[config.mk]
export PLATFORM = sky130hd
export DESIGN_NAME = mesh_host_ctrl
export DESIGN_NICKNAME = d
export VERILOG_FILES = /design/src/rtl/mesh_host_ctrl.sv
export SDC_FILE = /design/constraint.sdc
export NUM_CORES = 1
export LEC_CHECK = 0
export ABC_AREA = 1
export CORE_MARGIN = 2
export CORE_UTILIZATION = 30
export DETAILED_ROUTE_END_ITERATION = 8
export RECOVER_POWER = 50
export SLEW_MARGIN = 20
export SYNTH_ARGS = -nofsm -noshare
export SYNTH_HDL_FRONTEND = slang
export SYNTH_SLANG_ARGS = --single-unit
[constraint.sdc]
create_clock -name clk -period 8.9 [get_ports clk]
set_clock_uncertainty 0.15 [all_clocks]
set_input_delay 2.225 -clock clk [delete_from_list [all_inputs] [get_ports clk]]
set_output_delay 2.225 -clock clk [all_outputs]
set_load 0.02 [all_outputs]
[src/rtl/mesh_host_ctrl.sv]
// Host initiator for the subdivision core: loads a mesh into OBJ RAM, kicks the core,
// then streams the result mesh out of RES RAM with a valid/ready handshake.
module mesh_host_ctrl #(
    parameter int ADDR_WIDTH = 11
) (
    input  logic                  clk,
    input  logic                  rst,
    input  logic                  in_valid,
    input  logic [31:0]           in_data,
    output logic                  in_ready,
    output logic                  out_valid,
    output logic [31:0]           out_data,
    output logic                  out_last,
    input  logic                  out_ready,
    output logic                  obj_en,
    output logic [ADDR_WIDTH-1:0] obj_a,
    output logic [3:0]            obj_we,
    output logic [31:0]           obj_di,
    output logic                  res_en,
    output logic [ADDR_WIDTH-1:0] res_a,
    input  logic [31:0]           res_do,
    output logic                  mem_own,
    output logic                  ss_start,
    input  logic                  ss_busy,
    input  logic [31:0]           ss_word_count,
    output logic                  busy,
    output logic                  err
);

    typedef enum logic [3:0] {
        S_IDLE, S_LOAD, S_KICK, S_RUN, S_RD_REQ, S_RD_CAP, S_RD_HOLD, S_DONE, S_ERR
    } state_t;

    localparam logic [34:0]           BANK_WORDS = 35'd1 << ADDR_WIDTH;
    localparam logic [ADDR_WIDTH-1:0] CNT_ONE    = 1;
    localparam logic [ADDR_WIDTH:0]   LEN_ONE    = 1;

    state_t                state_reg, state_next;
    logic                  armed_reg;
    logic [ADDR_WIDTH-1:0] load_cnt_reg, load_cnt_next;
    logic [31:0]           v_reg, v_next;
    logic [ADDR_WIDTH:0]   t_reg, t_next;
    logic [ADDR_WIDTH:0]   w_reg, w_next;
    logic [ADDR_WIDTH-1:0] rd_cnt_reg, rd_cnt_next;
    logic [31:0]           out_data_reg, out_data_next;
    logic                  out_valid_reg, out_valid_next;
    logic                  out_last_reg, out_last_next;
    logic                  accept;
    logic [34:0]           t_calc;

    assign accept = in_valid & in_ready;
    assign t_calc = 35'd3 * ({3'b000, v_reg} + {3'b000, in_data}) + 35'd2;

    assign obj_en = accept;
    assign obj_a  = accept ? load_cnt_reg : '0;
    assign res_a  = res_en ? rd_cnt_reg : '0;
    assign err    = (state_reg == S_ERR);

    assign out_valid = out_valid_reg;
    assign out_data  = out_data_reg;
    assign out_last  = out_last_reg;

    // Byte lanes are written together; gating keeps the bus quiet when idle.
    generate
        for (genvar gi = 0; gi < 4; gi++) begin : g_lane
            assign obj_we[gi]            = accept;
            assign obj_di[8*gi +: 8]     = accept ? in_data[8*gi +: 8] : 8'h00;
        end
    endgenerate

    always_comb begin
        state_next     = state_reg;
        load_cnt_next  = load_cnt_reg;
        v_next         = v_reg;
        t_next         = t_reg;
        w_next         = w_reg;
        rd_cnt_next    = rd_cnt_reg;
        out_data_next  = out_data_reg;
        out_valid_next = out_valid_reg;
        out_last_next  = out_last_reg;
        in_ready       = 1'b0;
        mem_own        = 1'b0;
        ss_start       = 1'b0;
        res_en         = 1'b0;
        busy           = 1'b0;

        case (state_reg)
            S_IDLE, S_DONE: begin
                // armed_reg holds everything at zero for the first cycle out of reset
                in_ready = armed_reg;
                mem_own  = armed_reg;
                if (accept) begin
                    v_next        = in_data;
                    load_cnt_next = CNT_ONE;
                    state_next    = S_LOAD;
                end
            end
            S_LOAD: begin
                in_ready = 1'b1;
                mem_own  = 1'b1;
                busy     = 1'b1;
                if (accept) begin
                    load_cnt_next = load_cnt_reg + CNT_ONE;
                    if (load_cnt_reg == CNT_ONE) begin
                        if (t_calc > BANK_WORDS) begin
                            state_next = S_ERR;
                        end else begin
                            t_next = t_calc[ADDR_WIDTH:0];
                            if (t_calc == 35'd2) begin
                                load_cnt_next = '0;
                                state_next    = S_KICK;
                            end
                        end
                    end else if ({1'b0, load_cnt_reg} == (t_reg - LEN_ONE)) begin
                        load_cnt_next = '0;
                        state_next    = S_KICK;
                    end
                end
            end
            S_KICK: begin
                busy     = 1'b1;
                ss_start = 1'b1;
                if (ss_busy) begin
                    state_next = S_RUN;
                end
            end
            S_RUN: begin
                busy = 1'b1;
                if (!ss_busy) begin
                    w_next = ss_word_count[ADDR_WIDTH:0];
                    if ((ss_word_count == 32'd0) || ({3'b000, ss_word_count} > BANK_WORDS)) begin
                        state_next = S_ERR;
                    end else begin
                        rd_cnt_next = '0;
                        state_next  = S_RD_REQ;
                    end
                end
            end
            S_RD_REQ: begin
                busy       = 1'b1;
                mem_own    = 1'b1;
                res_en     = 1'b1;
                state_next = S_RD_CAP;
            end
            S_RD_CAP: begin
                busy           = 1'b1;
                mem_own        = 1'b1;
                out_data_next  = res_do;
                out_valid_next = 1'b1;
                out_last_next  = ({1'b0, rd_cnt_reg} == (w_reg - LEN_ONE));
                state_next     = S_RD_HOLD;
            end
            S_RD_HOLD: begin
                busy    = 1'b1;
                mem_own = 1'b1;
                if (out_ready) begin
                    out_valid_next = 1'b0;
                    out_last_next  = 1'b0;
                    rd_cnt_next    = rd_cnt_reg + CNT_ONE;
                    state_next     = out_last_reg ? S_DONE : S_RD_REQ;
                end
            end
            default: begin
                state_next = S_ERR;
            end
        endcase
    end

    always_ff @(posedge clk) begin
        if (rst) begin
            state_reg <= S_IDLE;
        end else begin
            state_reg <= state_next;
        end
    end

    always_ff @(posedge clk) begin
        if (rst) begin
            armed_reg     <= 1'b0;
            load_cnt_reg  <= '0;
            v_reg         <= '0;
            t_reg         <= '0;
            w_reg         <= '0;
            rd_cnt_reg    <= '0;
            out_data_reg  <= '0;
            out_valid_reg <= 1'b0;
            out_last_reg  <= 1'b0;
        end else begin
            armed_reg     <= 1'b1;
            load_cnt_reg  <= load_cnt_next;
            v_reg         <= v_next;
            t_reg         <= t_next;
            w_reg         <= w_next;
            rd_cnt_reg    <= rd_cnt_next;
            out_data_reg  <= out_data_next;
            out_valid_reg <= out_valid_next;
            out_last_reg  <= out_last_next;
        end
    end

endmodule

# Word-level counts from Yosys, hierarchy flattened
# Index checks and enable logic that the tools add are counted.
# word_totals
register_bits,117
inputBits,101
# classes
n_addsub,6
multipliers,1
magnitude_cmp,2
eq_ne,20
muxes,38
bitwise_logic,3
reduce_logical,16
# op_table
operator,count
11-bit 2-to-1 mux,11
11-bit one-hot mux with 2 select lines,2
4-bit 2-to-1 mux,10
35-bit by 2-bit adder with 35-bit output (second input constant),1
35-bit by 2-bit == test with 1-bit output (second input constant),1
35-bit by 12-bit > comparator with 1-bit output (second input constant),1
2-bit by 33-bit multiplier with 35-bit output (first input constant),1
32-bit by 32-bit adder with 33-bit output,1
32-bit by 12-bit > comparator with 1-bit output (second input constant),1
32-bit zero test,1
8-bit 2-to-1 mux,4
4-bit one-hot mux with 7 select lines,1
11-bit by 12-bit == test with 1-bit output,2
12-bit by 1-bit subtractor with 12-bit output (second input constant),2
11-bit by 1-bit adder with 11-bit output (second input constant),2
4-bit by 3-bit == test with 1-bit output (second input constant),4
2-bit inequality test (second input constant),6
11-bit by 1-bit == test with 1-bit output (second input constant),1
4-bit by 2-bit == test with 1-bit output (second input constant),2
1-bit one-hot mux with 2 select lines,4
4-bit AND reduction,2
7-bit AND reduction,1
2-bit AND reduction,3
2-bit nonzero test,3
14 further kinds,19

# Logic depth before layout (Yosys ltp)
# Gate-level depths: netlist (run 1).
# logic_depth
word_depth,9
ltp_mapped,39

# Worst setup path after synthesis (run 1)
# Ideal clock, no wire load.
# synth_path
path_kind,input -> register
start,in in_data[0]
end,reg t_reg[7]
arrival_ps,6418
required_ps,8632
slack_ps,2214
cell_stages,33
path_buffers,1
path_cell_list,ha_1 fa_1 nand3_1 nand2_1 nand4_1 nand2_1 nand2_1 a21oi_2 a21boi_1 o21ai_0 a21boi_0 o21ai_0 xor2_1 ha_1 ha_1 nand2_1 nor2_2 nand2_1 nor2_1 nand2_1 nand3_1 nand2_1 nand2_2 inv_2 nor2_1 nand2_1 nor2_4 nand3_4 nand2_4 nand3_4 buf_6 o21ai_1 a21oi_2
# synth_via
elab_chain_cells,6
# synth_lines
element,line,rtl
from (decl),9,"input logic [31:0] in_data,"
32-bit by 32-bit adder with 33-bit output (*),52,"assign t_calc = 35'd3 * ({3'b000, v_reg} + {3'b000, in_data}) + 35'd2;"
2-bit by 33-bit multiplier with 35-bit output (*),52,
35-bit by 2-bit adder with 35-bit output (*),52,
35-bit by 12-bit > comparator with 1-bit output,105,if (t_calc > BANK_WORDS) begin
1-bit inverter (no line),-,
4-bit AND reduction (no line),-,
to (signal assigned),192,t_reg <= t_next;
to (decl),42,"logic [ADDR_WIDTH:0] t_reg, t_next;"
# Every way passes the cells marked *; elsewhere a longest branch is shown, timed or not.
# A chain may end at the register's enable or synchronous reset.

# Worst setup path in the final report (run 1)
# layout_path
start,in in_data[0]
end,reg load_cnt_reg[10]
# layout_via
elab_chain_cells,9
elab_cells_between_ends,10
# layout_lines
element,line,rtl
32-bit by 32-bit adder with 33-bit output (*),52,
2-bit by 33-bit multiplier with 35-bit output (*),52,
35-bit by 2-bit adder with 35-bit output (*),52,
"parallel branches: the longest is 2 deep, another holds 35-bit by 12-bit > comparator with 1-bit output",-,
11-bit 2-to-1 mux (*),105,
11-bit 2-to-1 mux (*),104,if (load_cnt_reg == CNT_ONE) begin
11-bit 2-to-1 mux (*),102,if (accept) begin
11-bit one-hot mux with 2 select lines (*),87,case (state_reg)
to (signal assigned),190,load_cnt_reg <= load_cnt_next;
to (decl),40,"logic [ADDR_WIDTH-1:0] load_cnt_reg, load_cnt_next;"
# Every way passes the cells marked *. The select of a mux whose other input is x is not followed.

==> results of run 1 <==
-- where the power goes --
| part | internal, mW | total [mW] | switching, mW |
|---|---|---|---|
| sequential | 0.574 | 0.604 | 0.0301 |
| clock | 0.433 | 0.694 | 0.261 |
| combinational | 1.04 | 3.12 | 2.08 |
-- metrics by stage --
step	hold WS (ps)	util (%)	instances	setup WS (ps)	cell area (um2)
floorplan	294.8	-	1821	2214	11030
global placement	302.9	36.97	2452	599.2	13470
detailed placement	304.6	36.97	2452	551.2	13470
CTS	314.4	38.60	2484	985.2	14060
global route	327.3	38.58	2484	153.8	14060
finish	308.5	38.58	2484	839.9	14060
-- cells in the mapped netlist, drive strengths merged --
cell type | n | area share [%]
fa | 2 | 0.36
and2 | 7 | 0.42
a21o | 1 | 0.068
a21oi | 137 | 6.6
or2 | 2 | 0.11
nand4 | 37 | 2.1
o2111ai | 1 | 0.079
and3 | 2 | 0.11
nor3b | 3 | 0.20
o22ai | 2 | 0.17
xor2 | 56 | 4.4
nor4b | 1 | 0.079
a21boi | 3 | 0.20
o21bai | 2 | 0.14
nand3 | 113 | 5.6
nand2 | 443 | 15
a31oi | 2 | 0.11
o21a | 4 | 0.27
dfxtp | 117 | 21
a2111oi | 1 | 0.079
nand3b | 10 | 0.68
clkinv | 4 | 0.14
a221oi | 3 | 0.24
o31ai | 2 | 0.14
o211ai | 2 | 0.14
nor3 | 34 | 1.5
o311ai | 2 | 0.16
a211oi | 1 | 0.068
buf | 8 | 0.54
inv | 296 | 10
nor4 | 8 | 0.45
clkbuf | 35 | 1.2
xnor2 | 20 | 1.6
ha | 104 | 12
nor2 | 270 | 9.6
o21ai | 85 | 3.9
a311oi | 1 | 0.079
-- worst paths after layout --
path,end,slack (ps),startpoint,cells past startpoint
worst max-delay path,load_cnt_reg[10]$_SDFFE_PP0P_,840,in_data[0],31
worst min register to register,out_valid$_SDFFE_PP0P_,310,out_valid$_SDFFE_PP0P_,2
worst min-delay path,out_valid$_SDFFE_PP0P_,310,out_valid$_SDFFE_PP0P_,2
worst max register to register,load_cnt_reg[10]$_SDFFE_PP0P_,2850,v_reg[0]$_SDFFE_PP0P_,30
-- per-layer routing --
metal	track usage, %	wire length (um)	vias to the layer above
met5	0	0	-
met1	23.04	16180	5283
met4	7.099	1094	0
li1	-	-	6177
met3	2.561	1526	58
met2	32.29	16580	285
-- worst max-delay path: cells and delay by family --
kind | cells | cell delay, ps
AOI/OAI and AO/OA | 6 | 1190
xor gates and xnor gates | 1 | 270
adders and majority gates | 4 | 1370
buffers and inverters | 1 | 480
and+or+nand+nor | 19 | 2540
-- layout make-up --
type                       count  area share (%)
sequential                   117           16.66
multi-input combinational   1361           52.49
clock buffer                  20           3.320
inverter                     300           8.011
clock inverter                12          0.9169
timing repair buffer         206           14.43
tap                          468           4.166
-- logic make-up after synthesis --
logic type,count (synthesis)
buffers and inverters,343
AO/OA/AOI/OAI,249
adder cells (fa/ha/maj),106
AND/OR/NAND/NOR,930
XOR/XNOR,76
flip-flops,117
-- cells in the final DEF (no fill, tap or decap), types with 3 or more instances in the layout --
master,instances
sky130_fd_sc_hd__a21oi_1,127
sky130_fd_sc_hd__a21oi_2,10
sky130_fd_sc_hd__a221oi_1,3
sky130_fd_sc_hd__and2_1,6
sky130_fd_sc_hd__buf_4,4
sky130_fd_sc_hd__clkbuf_1,3
sky130_fd_sc_hd__clkbuf_16,17
sky130_fd_sc_hd__clkbuf_8,3
sky130_fd_sc_hd__clkdlybuf4s50_1,148
sky130_fd_sc_hd__clkinv_1,4
sky130_fd_sc_hd__clkinv_2,4
sky130_fd_sc_hd__clkinv_4,3
sky130_fd_sc_hd__clkinvlp_4,3
sky130_fd_sc_hd__dfxtp_1,117
sky130_fd_sc_hd__dlygate4sd3_1,50
sky130_fd_sc_hd__ha_1,104
sky130_fd_sc_hd__inv_1,288
sky130_fd_sc_hd__inv_2,8
sky130_fd_sc_hd__nand2_1,432
sky130_fd_sc_hd__nand2_2,10
sky130_fd_sc_hd__nand3_1,106
sky130_fd_sc_hd__nand3_2,5
sky130_fd_sc_hd__nand3b_1,10
sky130_fd_sc_hd__nand4_1,37
sky130_fd_sc_hd__nor2_1,257
sky130_fd_sc_hd__nor2_2,10
sky130_fd_sc_hd__nor2_4,3
sky130_fd_sc_hd__nor3_1,34
sky130_fd_sc_hd__nor3b_1,3
sky130_fd_sc_hd__nor4_1,8
sky130_fd_sc_hd__o21a_1,4
sky130_fd_sc_hd__o21ai_0,74
sky130_fd_sc_hd__o21ai_1,9
sky130_fd_sc_hd__xnor2_1,20
sky130_fd_sc_hd__xor2_1,56
==> flow_summary.html, run 1 <==
<table>
<tr><th>Metric</th><th>Value</th></tr>
<tr><th colspan="2">Run status</th></tr>
<tr><td>Run status</td><td>finished with violations</td></tr>
<tr><td>Failing checks</td><td>capacitance limit, slew limit</td></tr>
<tr><th colspan="2">Synthesis</th></tr>
<tr><td>Post-synthesis cell count</td><td>about 1800</td></tr>
<tr><td>Dominant combinational cell family by area after synthesis</td><td>simple AND/OR/NAND/NOR gates</td></tr>
<tr><td>Area of the mapped netlist</td><td>0.01103 mm2</td></tr>
<tr><td>Count of unique library cells instantiated by Yosys</td><td>52</td></tr>
<tr><td>Synth Area in XOR/XNOR</td><td>6.033%</td></tr>
<tr><td>Synthesized area per cell</td><td>about 6.1 um2</td></tr>
<tr><td>#FFs+latches synth</td><td>117</td></tr>
<tr><td>Yosys warns</td><td>0</td></tr>
<tr><td>Post-Synthesis Net Count</td><td>between 2000 and 2500</td></tr>
<tr><td>Synth Area in Compound Gates</td><td>12.42%</td></tr>
<tr><td>Simple-gate portion of the synthesized area</td><td>36.22%</td></tr>
<tr><td>Sequential fraction of the synthesis area</td><td>around a fifth</td></tr>
<tr><td>Multiplexer share of the synthesized area</td><td>0%</td></tr>
<tr><td>Post-Synth Adder-Cell Area</td><td>12.16%</td></tr>
<tr><th colspan="2">Layout</th></tr>
<tr><td>Synthesis-to-finish area growth</td><td>27.40%</td></tr>
<tr><td>Sequential cell area</td><td>0.002342 mm2</td></tr>
<tr><td>Fraction of final layout cells sized beyond drive strength 1</td><td>4.563%</td></tr>
<tr><td>Multi-input gate area in the final layout</td><td>0.007378 mm2</td></tr>
<tr><td>Final net count</td><td>roughly 2200</td></tr>
<tr><td>Ant diodes</td><td>0</td></tr>
<tr><td>Filler cells</td><td>3944</td></tr>
<tr><th colspan="2">Timing</th></tr>
<tr><td>Count of final hold-check violations</td><td>0</td></tr>
<tr><td>Endpoints failing setup</td><td>0</td></tr>
<tr><td>Max transition margin</td><td>-84.77%</td></tr>
<tr><td>Maximum operating frequency</td><td>124.1 MHz</td></tr>
<tr><td>Unrepaired setup endpoints after global routing</td><td>false</td></tr>
<tr><td>Final critical-path required period</td><td>8060 ps</td></tr>
<tr><td>Summed negative setup slack over all endpoints</td><td>0 ps</td></tr>
<tr><td>Worst Tran Pin Value</td><td>2771 ps</td></tr>
<tr><td>Number of max-slew violations in the final report</td><td>roughly 150</td></tr>
<tr><td>Part of the cycle the worst path needs</td><td>~91%</td></tr>
<tr><th colspan="2">Worst setup path</th></tr>
<tr><td>Slowest cell on the critical path</td><td>sky130_fd_sc_hd__clkdlybuf4s50_1</td></tr>
<tr><td>Signal arrival time at the worst endpoint</td><td>8080 ps</td></tr>
<tr><td>Startpoint Class</td><td>input pin</td></tr>
<tr><td>Data required time of the critical path</td><td>8920 ps</td></tr>
<tr><td>Most repeated library cell on the critical path</td><td>sky130_fd_sc_hd__nand2_1</td></tr>
<tr><td>Top fanout value on the critical path</td><td>9</td></tr>
<tr><td>Stage delay of the slowest cell on the critical path</td><td>480 ps</td></tr>
<tr><td>Worst Setup Path Type</td><td>in2reg</td></tr>
<tr><td>Crit. End Element</td><td>flop</td></tr>
<tr><th colspan="2">Power and ir drop</th></tr>
<tr><td>Static leakage</td><td>around 6.7 nW</td></tr>
<tr><td>Cell area power density</td><td>between 300 and 400 mW/mm2</td></tr>
<tr><td>Total chip power</td><td>approximately 4.4 mW</td></tr>
<tr><td>Maximum VDD drop</td><td>132.2 uV</td></tr>
<tr><th colspan="2">Run</th></tr>
<tr><td>Reported max-cap violation count</td><td>3</td></tr>
<tr><th colspan="2">Detailed routing</th></tr>
<tr><td>Wire length per cell</td><td>14.24 um</td></tr>
<tr><td>Router iterations before antenna repair</td><td>5</td></tr>
<tr><td>Total via count after detailed routing</td><td>11803</td></tr>
<tr><td>DRC marker count from the first detailed-route iteration</td><td>630</td></tr>
<tr><td>Average via count per standard cell</td><td>between 4 and 5</td></tr>
<tr><td>Remaining antenna violation count</td><td>0</td></tr>
<tr><td>Drt drc</td><td>0</td></tr>
<tr><td>Total wirelength of the detailed-routed design</td><td>35380 um</td></tr>
<tr><th colspan="2">CTS</th></tr>
<tr><td>Maximum buffer depth of the clock tree</td><td>2</td></tr>
<tr><td>Max H-tree Level</td><td>4</td></tr>
<tr><td>Clock transition at the registers of the reported paths</td><td>around 50 ps</td></tr>
<tr><td>Clock buffer count from CTS</td><td>17</td></tr>
<tr><td>Number of gates resized after CTS</td><td>0</td></tr>
<tr><td>Buffer type at the clock tree root</td><td>sky130_fd_sc_hd__clkbuf_16</td></tr>
<tr><td>Setup fix buffers added after clock tree synthesis</td><td>0</td></tr>
<tr><td>Number of hold-repair buffers added at the cts stage</td><td>0</td></tr>
<tr><td>Insertion delay to the later sink of the worst-skew pair</td><td>430 ps</td></tr>
<tr><td>TritonCTS sink count</td><td>117</td></tr>
<tr><td>TritonCTS clock tree</td><td>done</td></tr>
<tr><th colspan="2">Hold path</th></tr>
<tr><td>Hold Path Class</td><td>reg2reg</td></tr>
<tr><th colspan="2">Floorplanning</th></tr>
<tr><td>IO Pins</td><td>200</td></tr>
<tr><td>Num rows</td><td>70</td></tr>
<tr><td>Initial standard-cell utilization of the core</td><td>30.28%</td></tr>
<tr><td>Die Area</td><td>0.03833 mm2</td></tr>
<tr><td>DIE WIDTH</td><td>195.8 um</td></tr>
<tr><td>Core footprint</td><td>0.03643 mm2</td></tr>
<tr><td>Die extent in y</td><td>approximately 200 um</td></tr>
<tr><th colspan="2">GRT</th></tr>
<tr><td>Antenna violations before repair</td><td>0</td></tr>
<tr><td>Global-route congestion overflow total</td><td>0</td></tr>
<tr><td>Global-route wire length before repair</td><td>57960 um</td></tr>
<tr><td>Via count of the first global-routing pass</td><td>11515</td></tr>
<tr><td>Maximum number of pins on one net before global-route repair</td><td>between 50 and 60</td></tr>
<tr><td>Overall Global Routing Usage</td><td>18.48%</td></tr>
<tr><th colspan="2">Placed design</th></tr>
<tr><td>Final estimated routing congestion in global placement</td><td>0.9116</td></tr>
<tr><td>Count of input and output buffers</td><td>around 200</td></tr>
<tr><td>Post-DP HPWL</td><td>28930 um</td></tr>
</table>
Note: power is estimated with default switching activity, not from simulation.
==> inputs of run 2 (changes only) <==
- MAX_ROUTING_LAYER: not set -> met4
- clock period: 8.9 -> 8.6 ns (I/O delays scaled with it)
==> run 2 against run 1 <==
The run still ends with capacitance limit, slew limit left. Clock power grew 8.4%. Largest cell class unchanged. Global-route usage rose by 0.51 points. Sequential power rose by 3.5%. Worst hold slack better by 6.8 ps. Critical endpoint unchanged. Wire length is 0.50% higher. Largest power group unchanged. Critical path type unchanged. Via count is 0.39% higher. Setup slack got worse by 260 ps.
==> flow_summary.html, run 2 (synthesis gave the netlist of run 1 again) <==
<table>
<tr><th>Metric</th><th>Value</th></tr>
<tr><th colspan="2">Hold path</th></tr>
<tr><td>Hold Path Class</td><td>reg2reg (unchanged)</td></tr>
<tr><th colspan="2">Power and ir drop</th></tr>
<tr><td>Maximum VDD drop</td><td>162.9 uV (was 132.2 uV)</td></tr>
<tr><td>Cell area power density</td><td>326.7 mW/mm2 (was 314.0 mW/mm2)</td></tr>
<tr><td>Static leakage</td><td>6.743 nW (was 6.724 nW)</td></tr>
<tr><td>Total chip power</td><td>4.603 mW (was 4.414 mW)</td></tr>
<tr><th colspan="2">Detailed routing</th></tr>
<tr><td>Average via count per standard cell</td><td>4.768 (was 4.752)</td></tr>
<tr><td>Total wirelength of the detailed-routed design</td><td>35550 um (was 35380 um)</td></tr>
<tr><td>Remaining antenna violation count</td><td>0 (unchanged)</td></tr>
<tr><td>DRC marker count from the first detailed-route iteration</td><td>642 (was 630)</td></tr>
<tr><td>Total via count after detailed routing</td><td>11849 (was 11803)</td></tr>
<tr><td>Wire length per cell</td><td>14.31 um (was 14.24 um)</td></tr>
<tr><td>Drt drc</td><td>0 (unchanged)</td></tr>
<tr><td>Router iterations before antenna repair</td><td>6 (was 5)</td></tr>
<tr><th colspan="2">Placed design</th></tr>
<tr><td>Final estimated routing congestion in global placement</td><td>0.9256 (was 0.9116)</td></tr>
<tr><td>Post-DP HPWL</td><td>29020 um (was 28930 um)</td></tr>
<tr><td>Count of input and output buffers</td><td>199 (unchanged)</td></tr>
<tr><td>Cell Count Post-Placement</td><td>2453 (was 2452)</td></tr>
<tr><th colspan="2">Worst setup path</th></tr>
<tr><td>Most repeated library cell on the critical path</td><td>sky130_fd_sc_hd__nand2_1 (unchanged)</td></tr>
<tr><td>Crit. End Element</td><td>flop (unchanged)</td></tr>
<tr><td>Stage delay of the slowest cell on the critical path</td><td>490 ps (was 480 ps)</td></tr>
<tr><td>Slowest cell on the critical path</td><td>sky130_fd_sc_hd__clkdlybuf4s50_1 (unchanged)</td></tr>
<tr><td>Startpoint Class</td><td>input pin (unchanged)</td></tr>
<tr><td>Largest delay contributor family on the critical path</td><td>simple AND/OR/NAND/NOR gates (unchanged)</td></tr>
<tr><td>Crit path buf inv count</td><td>1 (unchanged)</td></tr>
<tr><td>Worst Setup Path Type</td><td>in2reg (unchanged)</td></tr>
<tr><td>Data required time of the critical path</td><td>8630 ps (was 8920 ps)</td></tr>
<tr><td>Top fanout value on the critical path</td><td>9 (unchanged)</td></tr>
<tr><td>Signal arrival time at the worst endpoint</td><td>8040 ps (was 8080 ps)</td></tr>
<tr><th colspan="2">Timing</th></tr>
<tr><td>Summed negative setup slack over all endpoints</td><td>0 ps (unchanged)</td></tr>
<tr><td>Maximum operating frequency</td><td>124.8 MHz</td></tr>
<tr><td>Count of final hold-check violations</td><td>0 (unchanged)</td></tr>
<tr><td>Part of the cycle the worst path needs</td><td>roughly 93%</td></tr>
<tr><td>Post-route worst hold slack</td><td>315.3 ps (was 308.5 ps)</td></tr>
<tr><td>Worst Tran Pin Value</td><td>2834 ps (was 2771 ps)</td></tr>
<tr><td>Endpoints failing setup</td><td>0 (unchanged)</td></tr>
<tr><td>Unrepaired setup endpoints after global routing</td><td>false (unchanged)</td></tr>
<tr><td>Number of max-slew violations in the final report</td><td>147 (unchanged)</td></tr>
<tr><td>Final critical-path required period</td><td>about 8000 ps</td></tr>
<tr><td>Max transition margin</td><td>-88.93% (was -84.77%)</td></tr>
<tr><th colspan="2">Floorplanning</th></tr>
<tr><td>IO Pins</td><td>200 (unchanged)</td></tr>
<tr><td>Initial standard-cell utilization of the core</td><td>30.28% (unchanged)</td></tr>
<tr><td>Die extent in y</td><td>195.8 um (unchanged)</td></tr>
<tr><td>Core footprint</td><td>0.03643 mm2 (unchanged)</td></tr>
<tr><td>DIE WIDTH</td><td>195.8 um (unchanged)</td></tr>
<tr><td>Num rows</td><td>70 (unchanged)</td></tr>
<tr><td>Die Area</td><td>0.03833 mm2 (unchanged)</td></tr>
<tr><th colspan="2">GRT</th></tr>
<tr><td>Via count of the first global-routing pass</td><td>11436 (was 11515)</td></tr>
<tr><td>Antenna violations before repair</td><td>0 (unchanged)</td></tr>
<tr><td>Maximum number of pins on one net before global-route repair</td><td>59 (unchanged)</td></tr>
<tr><td>Global-route wire length before repair</td><td>57730 um (was 57960 um)</td></tr>
<tr><td>Global-route congestion overflow total</td><td>0 (unchanged)</td></tr>
<tr><td>Overall Global Routing Usage</td><td>19.00% (was 18.48%)</td></tr>
<tr><th colspan="2">CTS</th></tr>
<tr><td>Maximum buffer depth of the clock tree</td><td>2 (unchanged)</td></tr>
<tr><td>TritonCTS clock tree</td><td>done (unchanged)</td></tr>
<tr><td>Clock transition at the registers of the reported paths</td><td>60 ps (was 50 ps)</td></tr>
<tr><td>Number of hold-repair buffers added at the cts stage</td><td>0 (unchanged)</td></tr>
<tr><td>Max H-tree Level</td><td>4 (unchanged)</td></tr>
<tr><td>TritonCTS sink count</td><td>117 (unchanged)</td></tr>
<tr><td>Insertion delay to the later sink of the worst-skew pair</td><td>420 ps (was 430 ps)</td></tr>
<tr><td>Buffer type at the clock tree root</td><td>sky130_fd_sc_hd__clkbuf_16 (unchanged)</td></tr>
<tr><td>Clock buffer count from CTS</td><td>17 (unchanged)</td></tr>
<tr><th colspan="2">Layout</th></tr>
<tr><td>Synthesis-to-finish area growth</td><td>27.71% (was 27.40%)</td></tr>
<tr><td>Count of non-filler cells in the finished layout</td><td>2485 (was 2484)</td></tr>
<tr><td>Most frequent standard cell in the layout excluding fill and tap cells</td><td>sky130_fd_sc_hd__nand2_1 (unchanged)</td></tr>
<tr><td>Fraction of final layout cells sized beyond drive strength 1</td><td>4.512% (was 4.563%)</td></tr>
<tr><td>Highest-count cells in the layout ignoring fill and taps</td><td>sky130_fd_sc_hd__nand2_1 (432), sky130_fd_sc_hd__inv_1 (288), sky130_fd_sc_hd__nor2_1 (257), sky130_fd_sc_hd__clkdlybuf4s50_1 (148), sky130_fd_sc_hd__a21oi_1 (127) (unchanged)</td></tr>
<tr><td>Ant diodes</td><td>0 (unchanged)</td></tr>
<tr><td>Final net count</td><td>2211 (was 2210)</td></tr>
<tr><th colspan="2">Run status</th></tr>
<tr><td>Failing checks</td><td>capacitance limit, slew limit (unchanged)</td></tr>
<tr><td>Run status</td><td>finished with violations (unchanged)</td></tr>
<tr><th colspan="2">Run</th></tr>
<tr><td>Reported max-cap violation count</td><td>3 (unchanged)</td></tr>
</table>
[run 2: cell types whose count changed in the layout (fill, tap and decap cells not counted)]
| cell | delta |
|---|---|
| sky130_fd_sc_hd__buf_4 | +1 |
| sky130_fd_sc_hd__clkbuf_1 | +2 |
| sky130_fd_sc_hd__clkinv_4 | -3 |
| sky130_fd_sc_hd__clkinvlp_4 | -1 |
| sky130_fd_sc_hd__o21ai_0 | -1 |
| sky130_fd_sc_hd__clkinv_2 | -1 |
| sky130_fd_sc_hd__clkbuf_8 | +2 |
| sky130_fd_sc_hd__bufinv_16 | +1 |
| sky130_fd_sc_hd__o21ai_1 | +1 |
[run 2: path summary, 6_finish.rpt]
path,from,endpoint,slack (ps),cells past startpoint
hold reg to reg,v_reg[27]$_SDFFE_PP0P_,v_reg[27]$_SDFFE_PP0P_,320,2
setup reg to reg,v_reg[0]$_SDFFE_PP0P_,load_cnt_reg[10]$_SDFFE_PP0P_,2560,30
hold / removal,v_reg[27]$_SDFFE_PP0P_,v_reg[27]$_SDFFE_PP0P_,320,2
setup / recovery,in_data[0],load_cnt_reg[10]$_SDFFE_PP0P_,580,31
[run 2: worst reg2reg max path, delay by kind of cell (launching register included)]
family	cells	cell delay, ps
simple gates	19	2590
flops	1	310
compound gates	6	1180
fa+ha+maj	4	1310
xor+xnor	1	260
[run 2: per-stage QoR]
stage	setup WS (ps)	utilization [%]	cell area [um2]
finish	584.9	38.67	14090
global route	13.45	38.67	14090
CTS	650.8	38.70	14100
detailed placement	236.6	36.99	13480
global placement	289.4	36.99	13480
floorplan	1989	-	11030
[run 2: cell type report]
type                            instances  area, um2
Inverter                              300       1126
Tap cell                              468      585.6
Multi-Input combinational cell       1361       7378
Sequential cell                       117       2342
Clock inverter                          8      120.1
Fill cell                            3944      22350
Timing Repair Buffer                  207       2036
Clock buffer                           24      501.7
[run 2: routing by layer]
| layer | part of all wire, % | wire length, um | global-route usage, % |
|---|---|---|---|
| met2 | 47 | 16800 | 32.37 |
| met5 | 0 | 0 | - |
| met4 | 1.8 | 652 | 4.994 |
| met3 | 4.4 | 1579 | 2.613 |
| met1 | 46 | 16520 | 23.65 |
[run 2: timing repair]
action | 4_1_cts | 5_1_grt
setup endpoints to repair | 0 | 7
gates resized for setup | 0 | 1
buffers inserted | 0 | 0
[run 2: where the power goes]
| part | total (mW) | switching [mW] | internal [mW] |
|---|---|---|---|
| combinational | 3.23 | 2.15 | 1.07 |
| clock | 0.752 | 0.259 | 0.493 |
| sequential | 0.625 | 0.0309 | 0.594 |
==> inputs of run 3 (changes only) <==
- CORE_UTILIZATION: 30 -> 40
- clock period: 8.6 -> 8.9 ns (I/O delays scaled with it)
==> run 3 against run 2 <==
The flow still finishes with violations (capacitance limit, slew limit). Sequential share of layout area up 0.25 points. First-iteration DRC count up 16%. Design area down 1.5%. Non-clock buffer count unchanged.
==> flow_summary.html, run 3 (synthesis gave the netlist of run 1 again) <==
<table>
<tr><th>Metric</th><th>Value</th></tr>
<tr><th colspan="2">Worst setup path</th></tr>
<tr><td>Startpoint Class</td><td>input pin (unchanged)</td></tr>
<tr><td>Signal arrival time at the worst endpoint</td><td>8020 ps (was 8040 ps)</td></tr>
<tr><td>Top fanout value on the critical path</td><td>9 (unchanged)</td></tr>
<tr><td>Slowest cell on the critical path</td><td>sky130_fd_sc_hd__clkdlybuf4s50_1 (unchanged)</td></tr>
<tr><td>Logic depth of the worst register-to-register path</td><td>30 (unchanged)</td></tr>
<tr><td>Worst Setup Path Type</td><td>in2reg (unchanged)</td></tr>
<tr><td>Stage delay of the slowest cell on the critical path</td><td>470 ps (was 490 ps)</td></tr>
<tr><td>Register-to-register path setup slack</td><td>2910 ps (was 2560 ps)</td></tr>
<tr><td>Crit. End Element</td><td>flop (unchanged)</td></tr>
<tr><td>Reg-to-reg endpoint</td><td>load_cnt_reg[10]$_SDFFE_PP0P_ (unchanged)</td></tr>
<tr><td>Most repeated library cell on the critical path</td><td>sky130_fd_sc_hd__nand2_1 (unchanged)</td></tr>
<tr><td>Worst r2r src</td><td>v_reg[0]$_SDFFE_PP0P_ (unchanged)</td></tr>
<tr><td>Data required time of the critical path</td><td>8920 ps (was 8630 ps)</td></tr>
<tr><th colspan="2">Layout</th></tr>
<tr><td>Fraction of final layout cells sized beyond drive strength 1</td><td>4.561% (was 4.512%)</td></tr>
<tr><td>Final net count</td><td>2211 (unchanged)</td></tr>
<tr><td>Most frequent standard cell in the layout excluding fill and tap cells</td><td>sky130_fd_sc_hd__nand2_1 (unchanged)</td></tr>
<tr><td>Synthesis-to-finish area growth</td><td>25.80% (was 27.71%)</td></tr>
<tr><td>Summed area of non-filler cells in the final layout</td><td>0.01388 mm2 (was 0.01409 mm2)</td></tr>
<tr><td>Count of non-filler cells in the finished layout</td><td>2360 (was 2485)</td></tr>
<tr><td>Highest-count cells in the layout ignoring fill and taps</td><td>sky130_fd_sc_hd__nand2_1 (433), sky130_fd_sc_hd__inv_1 (288), sky130_fd_sc_hd__nor2_1 (257), sky130_fd_sc_hd__clkdlybuf4s50_1 (148), sky130_fd_sc_hd__a21oi_1 (127) (was sky130_fd_sc_hd__nand2_1 (432), sky130_fd_sc_hd__inv_1 (288), sky130_fd_sc_hd__nor2_1 (257), sky130_fd_sc_hd__clkdlybuf4s50_1 (148), sky130_fd_sc_hd__a21oi_1 (127))</td></tr>
<tr><th colspan="2">Floorplanning</th></tr>
<tr><td>DIE WIDTH</td><td>170.1 um (was 195.8 um)</td></tr>
<tr><td>Core footprint</td><td>0.02703 mm2 (was 0.03643 mm2)</td></tr>
<tr><td>Die Area</td><td>0.02893 mm2 (was 0.03833 mm2)</td></tr>
<tr><td>IO Pins</td><td>200 (unchanged)</td></tr>
<tr><td>Initial standard-cell utilization of the core</td><td>40.82% (was 30.28%)</td></tr>
<tr><td>Die extent in y</td><td>170.1 um (was 195.8 um)</td></tr>
<tr><td>Num rows</td><td>60 (was 70)</td></tr>
<tr><th colspan="2">Run status</th></tr>
<tr><td>Run status</td><td>finished with violations (unchanged)</td></tr>
<tr><td>Failing checks</td><td>capacitance limit, slew limit (unchanged)</td></tr>
<tr><th colspan="2">CTS</th></tr>
<tr><td>TritonCTS sink count</td><td>117 (unchanged)</td></tr>
<tr><td>Buffer type at the clock tree root</td><td>sky130_fd_sc_hd__clkbuf_16 (unchanged)</td></tr>
<tr><td>Max H-tree Level</td><td>4 (unchanged)</td></tr>
<tr><td>Clock buffer count from CTS</td><td>17 (unchanged)</td></tr>
<tr><td>Clock transition at the registers of the reported paths</td><td>60 ps (about the same)</td></tr>
<tr><td>Insertion delay to the later sink of the worst-skew pair</td><td>420 ps (about the same)</td></tr>
<tr><td>TritonCTS clock tree</td><td>done (unchanged)</td></tr>
<tr><td>Maximum buffer depth of the clock tree</td><td>2 (unchanged)</td></tr>
<tr><td>Number of gates resized after CTS</td><td>0 (unchanged)</td></tr>
<tr><td>Setup fix buffers added after clock tree synthesis</td><td>0 (unchanged)</td></tr>
<tr><td>Number of hold-repair buffers added at the cts stage</td><td>0 (unchanged)</td></tr>
<tr><th colspan="2">Detailed routing</th></tr>
<tr><td>Drt drc</td><td>0 (unchanged)</td></tr>
<tr><td>DRC marker count from the first detailed-route iteration</td><td>746 (was 642)</td></tr>
<tr><td>Total wirelength of the detailed-routed design</td><td>35930 um (was 35550 um)</td></tr>
<tr><td>Average via count per standard cell</td><td>4.994 (was 4.768)</td></tr>
<tr><td>Total via count after detailed routing</td><td>11785 (was 11849)</td></tr>
<tr><td>Router iterations before antenna repair</td><td>5 (was 6)</td></tr>
<tr><td>Remaining antenna violation count</td><td>0 (unchanged)</td></tr>
<tr><td>Wire length per cell</td><td>15.23 um (was 14.31 um)</td></tr>
<tr><th colspan="2">Power and ir drop</th></tr>
<tr><td>Cell area power density</td><td>318.2 mW/mm2 (was 326.7 mW/mm2)</td></tr>
<tr><td>Maximum VDD drop</td><td>194.8 uV (was 162.9 uV)</td></tr>
<tr><td>Static leakage</td><td>6.716 nW (was 6.743 nW)</td></tr>
<tr><td>Total chip power</td><td>4.416 mW (was 4.603 mW)</td></tr>
<tr><th colspan="2">Placed design</th></tr>
<tr><td>Count of input and output buffers</td><td>199 (unchanged)</td></tr>
<tr><td>Post-DP HPWL</td><td>29180 um (was 29020 um)</td></tr>
<tr><td>Final estimated routing congestion in global placement</td><td>0.9250 (was 0.9256)</td></tr>
<tr><td>Cell Count Post-Placement</td><td>2326 (was 2453)</td></tr>
<tr><td>Post-placement cell area</td><td>0.01332 mm2 (was 0.01348 mm2)</td></tr>
<tr><th colspan="2">Hold path</th></tr>
<tr><td>Endpoint of the worst hold-timing path</td><td>out_valid$_SDFFE_PP0P_ (was v_reg[27]$_SDFFE_PP0P_)</td></tr>
<tr><td>Startpoint of the most critical hold path</td><td>out_valid$_SDFFE_PP0P_ (was v_reg[27]$_SDFFE_PP0P_)</td></tr>
<tr><td>Hold Path Depth</td><td>2 (unchanged)</td></tr>
<tr><td>Hold Path Class</td><td>reg2reg (unchanged)</td></tr>
<tr><th colspan="2">Timing</th></tr>
<tr><td>Maximum operating frequency</td><td>125.0 MHz</td></tr>
<tr><td>Post-route worst hold slack</td><td>313.1 ps (was 315.3 ps)</td></tr>
<tr><td>Endpoints failing setup</td><td>0 (unchanged)</td></tr>
<tr><td>Number of max-slew violations in the final report</td><td>147 (unchanged)</td></tr>
<tr><td>Part of the cycle the worst path needs</td><td>89.91%</td></tr>
<tr><td>Summed negative setup slack over all endpoints</td><td>0 ps (unchanged)</td></tr>
<tr><td>Final critical-path required period</td><td>8002 ps</td></tr>
<tr><td>Worst Tran Pin Value</td><td>2983 ps (was 2834 ps)</td></tr>
<tr><td>Max transition margin</td><td>-98.87% (was -88.93%)</td></tr>
<tr><td>Unrepaired setup endpoints after global routing</td><td>false (unchanged)</td></tr>
<tr><td>Count of final hold-check violations</td><td>0 (unchanged)</td></tr>
<tr><th colspan="2">Run</th></tr>
<tr><td>Reported max-cap violation count</td><td>3 (unchanged)</td></tr>
<tr><th colspan="2">GRT</th></tr>
<tr><td>Global-route congestion overflow total</td><td>0 (unchanged)</td></tr>
<tr><td>Maximum number of pins on one net before global-route repair</td><td>59 (unchanged)</td></tr>
<tr><td>Global-route wire length before repair</td><td>56750 um (was 57730 um)</td></tr>
<tr><td>Overall Global Routing Usage</td><td>25.19% (was 19.00%)</td></tr>
<tr><td>Antenna violations before repair</td><td>1 (was 0)</td></tr>
<tr><td>Via count of the first global-routing pass</td><td>10924 (was 11436)</td></tr>
</table>
## run 3: how the worst max path moves through the flow
stage,from,endpoint,slack [ps],cells after the start
after floorplan,in_data[0],t_reg[7]$_SDFFE_PP0P_,2210,33
after global placement,in_data[0],t_reg[1]$_SDFFE_PP0P_,600,31
after detailed placement,in_data[0],t_reg[1]$_SDFFE_PP0P_,540,33
after CTS,in_data[0],t_reg[0]$_SDFFE_PP0P_,950,33
after global routing,in_data[0],t_reg[0]$_SDFFE_PP0P_,300,33
final,in_data[0],load_cnt_reg[10]$_SDFFE_PP0P_,900,31
## run 3: cell type report
type	count	area (um2)
antenna	2	5.005
tap	341	426.7
timing repair buffer	207	2036
clock inverter	15	142.6
clock buffer	17	425.4
multi-input combinational	1361	7376
sequential	117	2342
fill	2882	13150
inverter	300	1126
## run 3: metrics by stage
stage | setup slack [ps] | utilization (%)
2_1_floorplan | 2214 | -
3_3_place_gp | 599.5 | 49.28
3_5_place_dp | 536.3 | 49.28
4_1_cts | 954.5 | 51.38
5_1_grt | 297.9 | 51.35
6_report | 897.8 | 51.36
## run 3: layer usage
layer	wire (um)	GRT usage, %	up-vias
li1	-	-	6177
met1	16220	30.98	5269
met2	17370	42.75	294
met3	1477	3.442	45
met4	867	7.878	0
met5	0	-	-
## run 3: power breakdown
part	internal (mW)	switching, mW	leakage (nW)
clock	0.391	0.287	0.276
combinational	1.04	2.09	5.49
sequential	0.574	0.0302	0.947
total	2.00	2.41	6.72
## run 3: critical path, delay by kind of cell
family	cells	cell delay, ps
AOI/OAI and AO/OA	6	1190
xor gates and xnor gates	1	260
adders and majority gates	4	1390
buffers and inverters	1	470
and+or+nand+nor	19	2450
